### config.mk
export PLATFORM = sky130hd
export DESIGN_NAME = seq_div16
export DESIGN_NICKNAME = d
export VERILOG_FILES = /design/src/rtl/seq_div16.sv
export SDC_FILE = /design/constraint.sdc
export NUM_CORES = 1
export LEC_CHECK = 0
export BUFFER_PORTS_ARGS = -buffer_cell sky130_fd_sc_hd__buf_2
export CAP_MARGIN = 10
export CORE_UTILIZATION = 45
export DETAILED_ROUTE_END_ITERATION = 7
export GPL_ROUTABILITY_DRIVEN = 1
export PLACE_DENSITY = 0.71
export SLEW_MARGIN = 20
export SYNTH_ARGS = -nofsm -noshare
export SYNTH_HDL_FRONTEND = slang
export SYNTH_SLANG_ARGS = --single-unit
### constraint.sdc
create_clock -name clk -period 3 [get_ports clk]
set_clock_uncertainty 0.15 [all_clocks]
set_input_delay 0.6 -clock clk [delete_from_list [all_inputs] [get_ports clk]]
set_output_delay 0.6 -clock clk [all_outputs]
set_load 0.03 [all_outputs]
### src/rtl/seq_div16.sv
// Sequential unsigned divider by repeated subtraction.
// Dividend and divisor arrive on data_in in consecutive cycles; done pulses once per result.
module seq_div16 #(
   parameter int WIDTH = 16
) (
   input  logic             clk,
   input  logic             rst_n,
   input  logic             start,
   input  logic [WIDTH-1:0] data_in,
   output logic [WIDTH-1:0] quotient,
   output logic [WIDTH-1:0] remainder,
   output logic             busy,
   output logic             done,
   output logic             div_by_zero
);

   typedef enum logic [2:0] {
      S_IDLE,
      S_LOADB,
      S_CHECK,
      S_SUB,
      S_DONE
   } state_e;

   state_e           state_q, state_d;
   logic [WIDTH-1:0] r_q, r_d;
   logic [WIDTH-1:0] d_q, d_d;
   logic [WIDTH-1:0] q_q, q_d;
   logic             dbz_q, dbz_d;
   logic             r_ge_d;

   // The compare guards the subtractor, so R - D never underflows.
   assign r_ge_d = (r_q >= d_q);

   // NOTE: sequential state uses non-blocking assignments so every register
   // samples the pre-edge values of the others.
   always_ff @(posedge clk or negedge rst_n) begin
      if (!rst_n) begin
         state_q <= S_IDLE;
      end else begin
         state_q <= state_d;
      end
   end

   // NOTE: a default assignment at the top of each combinational block keeps
   // every path assigned, so no latch is inferred.
   always_comb begin
      state_d = state_q;
      case (state_q)
         S_IDLE:  if (start) state_d = S_LOADB;
         S_LOADB: state_d = S_CHECK;
         S_CHECK: state_d = (d_q == '0) ? S_DONE : S_SUB;
         S_SUB:   if (!r_ge_d) state_d = S_DONE;
         S_DONE:  state_d = S_IDLE;
         default: state_d = S_IDLE;
      endcase
   end

   always_comb begin
      busy = (state_q == S_LOADB) || (state_q == S_CHECK) || (state_q == S_SUB);
      done = (state_q == S_DONE);
   end

   always_comb begin
      r_d   = r_q;
      d_d   = d_q;
      q_d   = q_q;
      dbz_d = dbz_q;
      case (state_q)
         S_IDLE: begin
            if (start) begin
               r_d   = data_in;
               q_d   = '0;
               dbz_d = 1'b0;
            end
         end
         S_LOADB: d_d = data_in;
         S_CHECK: begin
            if (d_q == '0) begin
               q_d   = '1;
               dbz_d = 1'b1;
            end
         end
         S_SUB: begin
            if (r_ge_d) begin
               r_d = r_q - d_q;
               q_d = q_q + WIDTH'(1);
            end
         end
         default: ;
      endcase
   end

   // NOTE: the datapath registers are cleared by the asynchronous reset so the
   // result outputs read 0 immediately, even when reset lands mid-division.
   always_ff @(posedge clk or negedge rst_n) begin
      if (!rst_n) begin
         r_q   <= '0;
         d_q   <= '0;
         q_q   <= '0;
         dbz_q <= 1'b0;
      end else begin
         r_q   <= r_d;
         d_q   <= d_d;
         q_q   <= q_d;
         dbz_q <= dbz_d;
      end
   end

   assign quotient    = q_q;
   assign remainder   = r_q;
   assign div_by_zero = dbz_q;

endmodule

==> metrics.txt <==
Synth cell types=58; Post-synth ARST share=1.00; antenna fix cells=0; Fillers=735; endpoints failing setup=0; worst-margin pin slew=0.644 ns; Min-Delay Path Class=in -> async; gpl congestion=0.922; netlist area before placement=0.00355 mm²; Fmax=349 MHz; ranking of synthesized cells by area=dfrtp_1 37%, ha_1 6.0%, nand2_1 5.9%, o21ai_0 5.5%, a21oi_1 3.9%; largest net degree at the start of global routing=34; Worst setup EP type=flop; post-synthesis sequential area ratio=0.366; final number of max-transition violations=0; vias=3388; headroom to the max-slew limit=0.560; antenna violations before repair=0; number of synthesized register bits=52; status=finished, final reports clean; wire per inst=15.9 µm; DR iter-0 viols=265; core area=0.00769 mm²; top cell type's share of synthesized area=0.366; reg2reg start=remainder[9]$_DFFE_PN0P_; Worst setup SP type=flop; # DRC=0; Finished Layout Cells=577; Die Wd=90.9 µm; clock latency on the worst-skew pair=0.31 ns; crit path kind=reg -> reg; layout cell share with drive strength beyond 1=0.227; predominant post-synthesis flop cell=dfrtp_1; max cap viols=0; hpwl dp=6880 µm; period utilisation layout=0.956; H-tree levels=2; Worst R2R End=remainder[10]$_DFFE_PN0P_; row count=32; Tmin final=2.87 ns; dominant cell type by area after synthesis=dfrtp_1; register-to-register setup slack=0.13 ns; cell count after synthesis=411; Die Height=90.9 µm; post-synthesis net count=448; Clk Tree Root Cell=clkbuf_8; starting density of the core=0.462; syn avg cell area=8.65 µm²; EDFF count, synth=0; Hold Vio Cnt, Final=0; number of global-route vias before repair=3146; all-layer global routing usage=0.233; first-pass GRT wire length=15500 µm; arrival time at the worst endpoint=2.93 ns; Worst R2R Path Depth=9; Area Overhead vs Synth=18.0%; CTS tree=built; placed cell count=569; worst endpoint required time=3.06 ns; hold-fix buffers at CTS=0; Ports=54; clk slew on worst S/H paths=0.10 ns; CTS Sinks=52; RSZ-0062 raised after global routing=no; clock buffer depth=2; Synth warnings=0; final WL=9160 µm; worst-path maximum fanout=8; area of the die=0.00826 mm²; final-stage net count=511; antenna-violating nets left=0; PortBufs=53; TritonCTS buffer count=5; Remaining Overflow, GRT=0; drt pass-1 iters=5; vias per inst=5.87
-- registers in the layout, indices dropped and copies added, names as in the netlist --
signal and count:
d_q 16, div_by_zero 1, quotient 16, remainder 16
state_q 3
-- cell usage in the layout, fill, tap and decap left out, types with 3 or more instances in the layout --
master	n
inv_1	24
xnor2_1	5
o21ai_0	39
buf_4	24
mux2i_1	5
and2_1	7
nand3_1	8
nand2_1	56
a221oi_2	3
o211a_1	6
ha_1	17
buf_2	53
a21oi_1	28
clkbuf_8	5
nand4_1	10
dfrtp_1	52
and3_1	10
o221a_2	4
nor4_1	5
a31oi_1	12
nor2_1	20
xor2_1	4
a211oi_1	5
or3_1	5
and4_1	6
o211ai_1	4
a21o_1	4
nand2b_1	3
o31a_1	8
-- critical path, cell delays in order, from the launching register on --
cell,delay (ns)
dfrtp_1,0.44
ha_1,0.34
buf_4,0.17
a21oi_1,0.12
o21ai_0,0.22
a2111oi_4,0.48
a221o_1,0.36
buf_6,0.18
nor2_4,0.05
a211o_1,0.26
-- cell families (layout without fill, tap and decap cells) --
| kind of cell | count (synthesis) | count (layout) | synth area share |
|---|---|---|---|
| muxes | 7 | 7 | 0.0204 |
| buffers and inverters | 49 | 113 | 0.0637 |
| adders and majority gates | 18 | 18 | 0.0655 |
| AOI/OAI and AO/OA | 133 | 133 | 0.258 |
| and+or+nand+nor | 143 | 143 | 0.204 |
| xor gates and xnor gates | 9 | 9 | 0.0222 |
| DFF | 52 | 52 | 0.366 |
-- cells in the mapped netlist, types with 6 or more instances --
cell and instances:
nand3_1 8, ha_1 17, o211a_1 6, inv_1 24
o21ai_0 39, nand2_1 56, o31a_1 8, clkbuf_1 12
a211oi_1 6, a21oi_1 28, nor2_1 20, and4_1 6
nand4_1 10, dfrtp_1 52, a31oi_1 12, and3_1 10
and2_1 8
-- area by class of cell --
type,count,area (µm²),area share
repair buffers,80,488,0.116
clock inverters,3,68.8,0.0164
well taps,102,128,0.0304
inverters,25,93.8,0.0224
clock buffers,5,68.8,0.0164
flip-flops and latches,52,1300,0.310
multi-input cells,310,2040,0.487
-- metal layers --
| layer | GRT usage | routed length [µm] | up-vias |
|---|---|---|---|
| met5 | 0 | 0 | - |
| met4 | 0.0794 | 204 | 0 |
| met3 | 0.0362 | 442 | 21 |
| met2 | 0.354 | 4090 | 126 |
| met1 | 0.339 | 4420 | 1611 |
| li1 | - | - | 1630 |
-- metrics by stage --
stage / setup slack [ns] / hold slack, ns / instance area, µm² / utilization / TNS, ns
floorplan: 0.116 / 0.154 / 3550 / - / 0
global placement: 0.103 / 0.343 / 4030 / 0.525 / 0
detailed placement: -0.00437 / 0.357 / 4030 / 0.525 / -0.00437
CTS: 0.00112 / 0.105 / 4180 / 0.543 / 0
global route: 0.00269 / 0.120 / 4190 / 0.545 / 0
finish: 0.133 / 0.0938 / 4190 / 0.545 / 0
-- worst max path at each step --
| stage | startpoint | to | cells after the start |
|---|---|---|---|
| 2_1_floorplan | remainder[0]$_DFFE_PN0P_ | quotient[15]$_DFFE_PN0P_ | 12 |
| 3_3_place_gp | remainder[6]$_DFFE_PN0P_ | quotient[0]$_DFFE_PN0P_ | 7 |
| 3_5_place_dp | remainder[0]$_DFFE_PN0P_ | remainder[10]$_DFFE_PN0P_ | 11 |
| 4_1_cts | remainder[13]$_DFFE_PN0P_ | quotient[0]$_DFFE_PN0P_ | 7 |
| 5_1_grt | remainder[0]$_DFFE_PN0P_ | remainder[10]$_DFFE_PN0P_ | 11 |
| 6_report | remainder[9]$_DFFE_PN0P_ | remainder[10]$_DFFE_PN0P_ | 9 |
-- what timing repair did --
item	in CTS	in global routing
endpoints found under the setup margin	1	14
pin swaps	0	3
resized for setup	1	4
gates cloned	0	0
setup buffers	0	0
Power is left out: the tool's default activity adds up to more than one toggle a clock period on the data nets, which glitch-free logic cannot reach.
